--- config.mk ---
export PLATFORM = sky130hd
export DESIGN_NAME = conv_mul_arbiter
export DESIGN_NICKNAME = d
export VERILOG_FILES = /design/src/rtl/conv_mul_pkg.sv /design/src/rtl/conv_mul_pipe.sv /design/src/rtl/conv_mul_arbiter.sv
export SDC_FILE = /design/constraint.sdc
export NUM_CORES = 1
export LEC_CHECK = 0
export ABC_AREA = 0
export ABC_CLOCK_PERIOD_IN_PS = 6700
export BUFFER_PORTS_ARGS = -buffer_cell sky130_fd_sc_hd__buf_4
export CAP_MARGIN = 40
export CELL_PAD_IN_SITES_DETAIL_PLACEMENT = 0
export CELL_PAD_IN_SITES_GLOBAL_PLACEMENT = 1
export CORE_MARGIN = 5
export CORE_UTILIZATION = 45
export DETAILED_ROUTE_END_ITERATION = 10
export PLACE_DENSITY = 0.83
export SYNTH_ARGS = -nofsm -noshare
export SYNTH_HDL_FRONTEND = slang
export SYNTH_SLANG_ARGS = --single-unit
--- constraint.sdc ---
create_clock -name ap_clk -period 6.7 [get_ports ap_clk]
set_input_delay 1.34 -clock ap_clk [delete_from_list [all_inputs] [get_ports ap_clk]]
set_output_delay 1.34 -clock ap_clk [all_outputs]
set_load 0.01 [all_outputs]
--- src/rtl/conv_mul_pkg.sv ---
// conv_mul_pkg: shared widths, tag-carrying stage record and clog2 helper for the shared multiplier
package conv_mul_pkg;
  localparam int DATA_W = 16;
  localparam int PROD_W = 32;
  localparam int TAG_W  = 8;
  function automatic int clog2(input int n);
    int r;
    r = 0;
    while ((1 << r) < n) r++;
    return r;
  endfunction
  typedef struct packed {
    logic              valid;
    logic [TAG_W-1:0]  id;
    logic [DATA_W-1:0] a;
    logic [DATA_W-1:0] b;
  } stage_t;
endpackage

--- src/rtl/conv_mul_pipe.sv ---
// conv_mul_pipe: registered-operand 16x16 multiplier with valid/tag shift chain, frozen by ce
// Operand register, product register and trailing pipe registers line up with a DSP48's A/B, M and P stages.
module conv_mul_pipe
  import conv_mul_pkg::*;
#(
  parameter int MUL_LAT = 3,
  parameter int ID_W    = 2
) (
  input  logic               i_clk,
  input  logic               i_rst,
  input  logic               i_ce,
  input  logic               i_valid,
  input  logic [ID_W-1:0]    i_id,
  input  logic [DATA_W-1:0]  i_a,
  input  logic [DATA_W-1:0]  i_b,
  output logic [MUL_LAT-1:0] o_vld,
  output logic [ID_W-1:0]    o_id,
  output logic [PROD_W-1:0]  o_prod
);
  stage_t            r_s1;
  logic [PROD_W-1:0] w_p;
  logic              w_unused;
  assign w_p      = PROD_W'(r_s1.a) * PROD_W'(r_s1.b);
  assign w_unused = ^r_s1.id;
  always_ff @(posedge i_clk)
    if (i_rst) r_s1 <= '0;
    else if (i_ce) r_s1 <= '{valid: i_valid, id: TAG_W'(i_id), a: i_a, b: i_b};
  generate
    if (MUL_LAT == 1) begin : g_one
      assign o_vld  = r_s1.valid;
      assign o_id   = r_s1.id[ID_W-1:0];
      assign o_prod = w_p;
    end else begin : g_deep
      logic [MUL_LAT:2]  r_v;
      logic [ID_W-1:0]   r_id [2:MUL_LAT];
      logic [PROD_W-1:0] r_p  [2:MUL_LAT];
      always_ff @(posedge i_clk)
        if (i_rst) begin
          r_v  <= '0;
          r_id <= '{default: '0};
          r_p  <= '{default: '0};
        end else if (i_ce) begin
          r_v[2]  <= r_s1.valid;
          r_id[2] <= r_s1.id[ID_W-1:0];
          r_p[2]  <= w_p;
          for (int k = 3; k <= MUL_LAT; k++) begin
            r_v[k]  <= r_v[k-1];
            r_id[k] <= r_id[k-1];
            r_p[k]  <= r_p[k-1];
          end
        end
      assign o_vld  = {r_v, r_s1.valid};
      assign o_id   = r_id[MUL_LAT];
      assign o_prod = r_p[MUL_LAT];
    end
  endgenerate
endmodule

--- src/rtl/conv_mul_arbiter.sv ---
// conv_mul_arbiter: round-robin issue of N_REQ requesters into one shared pipelined multiplier
// Responses return in issue order on a broadcast bus tagged with the requester index.
module conv_mul_arbiter
  import conv_mul_pkg::*;
#(
  parameter int N_REQ   = 4,
  parameter int MUL_LAT = 3,
  parameter int ID_W    = clog2(N_REQ)
) (
  input  logic                    ap_clk,
  input  logic                    ap_rst,
  input  logic                    stall,
  input  logic [N_REQ-1:0]        req_valid,
  output logic [N_REQ-1:0]        req_ready,
  input  logic [N_REQ*DATA_W-1:0] req_a,
  input  logic [N_REQ*DATA_W-1:0] req_b,
  output logic                    rsp_valid,
  output logic [ID_W-1:0]         rsp_id,
  output logic [PROD_W-1:0]       rsp_data,
  output logic                    busy
);
  logic [ID_W-1:0]    r_ptr, w_idx, w_cand;
  logic               r_rst_q, w_found, w_issue;
  logic [MUL_LAT-1:0] w_vld;
  always_comb begin
    w_found = 1'b0;
    w_idx   = '0;
    w_cand  = '0;
    for (int k = 1; k <= N_REQ; k++) begin
      w_cand = ID_W'((int'(r_ptr) + k) % N_REQ);
      if (!w_found && req_valid[w_cand]) begin
        w_found = 1'b1;
        w_idx   = w_cand;
      end
    end
  end
  // r_rst_q keeps grants off for the first cycle after reset as well
  assign w_issue   = w_found & ~stall & ~ap_rst & ~r_rst_q;
  assign req_ready = w_issue ? N_REQ'(1) << w_idx : '0;
  always_ff @(posedge ap_clk) begin
    r_rst_q <= ap_rst;
    if (ap_rst) r_ptr <= ID_W'(N_REQ - 1);
    else if (w_issue) r_ptr <= w_idx;
  end
  conv_mul_pipe #(.MUL_LAT(MUL_LAT), .ID_W(ID_W)) u_pipe (
    .i_clk  (ap_clk),
    .i_rst  (ap_rst),
    .i_ce   (~stall),
    .i_valid(w_issue),
    .i_id   (w_idx),
    .i_a    (req_a[DATA_W*w_idx +: DATA_W]),
    .i_b    (req_b[DATA_W*w_idx +: DATA_W]),
    .o_vld  (w_vld),
    .o_id   (rsp_id),
    .o_prod (rsp_data)
  );
  assign rsp_valid = w_vld[MUL_LAT-1] & ~stall & ~ap_rst;
  assign busy      = |w_vld;
endmodule

==> metrics.yaml <==
status: "finished, final reports clean"
timing.final.crit_share_pct: 94.4
fin_crit_ns: 6.32
track_usage_pct: 22.2
ys_seq_elements: 108
p_leak_uw: 0.00768
min_path_type: "reg2reg"
dp_hpwl_um: 29900
antenna_found_initial: 0
start_kind: "register"
maxCapViolations: 0
drt-pass1-iter-count: 5
seqPwrFrac_pct: 34.3
fin_hold_ws_ns: 0.466
num_rows: 64
grt_pass1_wl_um: 61600
ant_nets: 0
drt_iter0_markers: 653
ctsResizeCount: 0
worst-path-max-fanout: 17
yosysSeqAreaShare_pct: 15.6
fin_area_sq_mm: 0.0155
power_uw: 2400
fin_worst_skew_ns: 0.0161
grt_pass1_vias: 12167
dieArea_sq_mm: 0.0344
grt_max_degree: 69
drt_wl_total_um: 37300
endpoint_kind: "register"
arrival_ns: 6.61
synth_top_area_share_pct: 28.0
p_sw_share_pct: 41.8
coreArea_sq_mm: 0.0305
p_clk_share_pct: 23.5
required_ns: 6.99
cts_hold_buffers: 0
final_nets: 2228
worstSkewPairLatency_ns: 0.37
synth_nets: 2155
clock_sinks: 108
die-height_um: 186
io_buffers: 174
internal-power_uw: 1390
synthArstFlopShare_pct: 0
cts.path.max_buffers: 2
fin_setup_tns_ns: 0
setup_viol: 0
drcViolationCount: 0
cts_root_buf: "clkbuf_16"
hold_viol_final: 0
synth_enable_flop_cells: 0
path_class: "reg2reg"
syn-instance-count: 1722
vias: 11535
slew-limit-headroom_pct: 44.4
die_w_um: 186
fin_util_pct: 50.9
grt_setup_unrepaired: "no"
syn_area_sq_mm: 0.0139
wl_per_cell_um: 17.0
viasPerCell: 5.25
ir_drop_v: 0.000132
drive_above_1_share_pct: 12.1
r2r_slack_ns: 0.38
final_max_slew_viol_count: 0
synth.area.top_cells: "fa_1 28%, dfxtp_1 16%, ha_1 9.4%"
postPlaceCellArea_sq_mm: 0.0152
cts_buffers: 9
syn_to_final_growth_pct: 11.9
pwr-share-comb_pct: 42.2
io-pin-count: 175
grt_remaining_overflow: 0
clk_pin_slew_ns: 0.09
start_util_pct: 45.5
final_common_cell: "nand2_1"
p_per_area_mw_per_mm2: 154
place_congestion: 0.886
netSwitchingPower_uw: 1000
cts_tree: "built"
final_cell_mix: "285 x nand2_1, 259 x inv_1, 194 x fa_1, 187 x buf_4, 165 x nor2_1"
h-tree-depth: 3
worst_pin_slew_ns: 0.832
yosys.area.top_type: "fa_1"
synthDistinctLibCells: 61
clock.fmax_mhz: 158
synthFlopType: "dfxtp_1"
ys_warn_count: 0
syn_avg_cell_area_sq_um: 8.05
cts_setup_buffers: 0
## synthesized netlist by cell type (all sizes together) (9+ instances only)
| cell type | n |
|---|---|
| nand2 | 285 |
| clkbuf | 77 |
| and2 | 118 |
| nor2 | 165 |
| nand3 | 43 |
| a21o | 14 |
| and3 | 11 |
| ha | 104 |
| a21oi | 75 |
| nor3 | 10 |
| o211ai | 40 |
| mux2i | 47 |
| fa | 194 |
| dfxtp | 108 |
| o21ai | 26 |
| xnor2 | 9 |
| buf | 48 |
| inv | 259 |
## critical path, stage by stage (launching register included)
cell and delay, ns:
dfxtp_1 0.85, nand2_1 0.17, fa_1 0.55, fa_1 0.55, inv_1 0.06, fa_1 0.49, fa_1 0.55, fa_1 0.51
inv_1 0.05, fa_1 0.47, inv_1 0.04, ha_1 0.37, a21oi_1 0.22, o21ai_0 0.10, a21oi_1 0.24, o21ai_0 0.20
or4b_2 0.64, o211ai_1 0.17
## routing by layer
layer	vias to the layer above	GRT usage [%]	part of all wire, %
met5	-	0	0
met4	0	5.65	2.0
met3	47	3.73	5.4
met2	329	38.9	50
met1	5633	28.5	43
li1	5526	-	-
## layout make-up
cell class / instances / area, sq um
diodes: 2 / 5.00
clock buffers: 9 / 225
clock inverters: 7 / 91.3
fillers: 2976 / 15000
inverters: 259 / 972
multi-input cells: 1230 / 10200
flip-flops and latches: 108 / 2160
well taps: 396 / 495
repair buffers: 187 / 1400
## state kept, by name (all words and copies together), names as in the netlist
name / flops
r_ptr: 2
r_rst_q: 1
u_pipe.g_deep.r_id: 2
u_pipe.g_deep.r_p: 32
u_pipe.g_deep.r_v: 2
u_pipe.o_id: 2
u_pipe.o_prod: 32
u_pipe.o_vld: 1
u_pipe.r_s1: 34
## metrics by stage
stage,worst slack (ns),std cells
2_1_floorplan,0.960,1722
3_3_place_gp,0.457,2180
3_5_place_dp,0.417,2180
5_1_grt,0.0484,2196
6_report,0.377,2198
4_1_cts,0.390,2196
## worst paths after layout
| path | cells after the start | endpoint | from |
|---|---|---|---|
| worst max-delay path | 17 | u_pipe.g_deep.r_p[55] | u_pipe.r_s1[30] |
| worst min-delay path | 2 | u_pipe.g_deep.r_p[53] | u_pipe.g_deep.r_p[53] |
| worst max register to register | 17 | u_pipe.g_deep.r_p[55] | u_pipe.r_s1[30] |
| worst min register to register | 2 | u_pipe.g_deep.r_p[53] | u_pipe.g_deep.r_p[53] |
## power groups by stage
stage | Combinational (uW) | Clock, uW | Sequential [uW]
after floorplan | 754 | 0 | 745
after global placement | 1010 | 0 | 832
after detailed placement | 1020 | 0 | 835
after CTS | 1030 | 580 | 820
after global routing | 1150 | 610 | 834
final | 1010 | 564 | 822
## cells by family after synthesis
group | share of synthesized area (%)
adder cells (fa/ha/maj) | 37.4
flip-flops | 15.6
AND/OR/NAND/NOR | 21.5
multiplexers | 3.39
XOR/XNOR | 0.947
AO/OA/AOI/OAI | 9.88
buffers and inverters | 11.3
No activity file was read; power rests on OpenSTA's default activity.
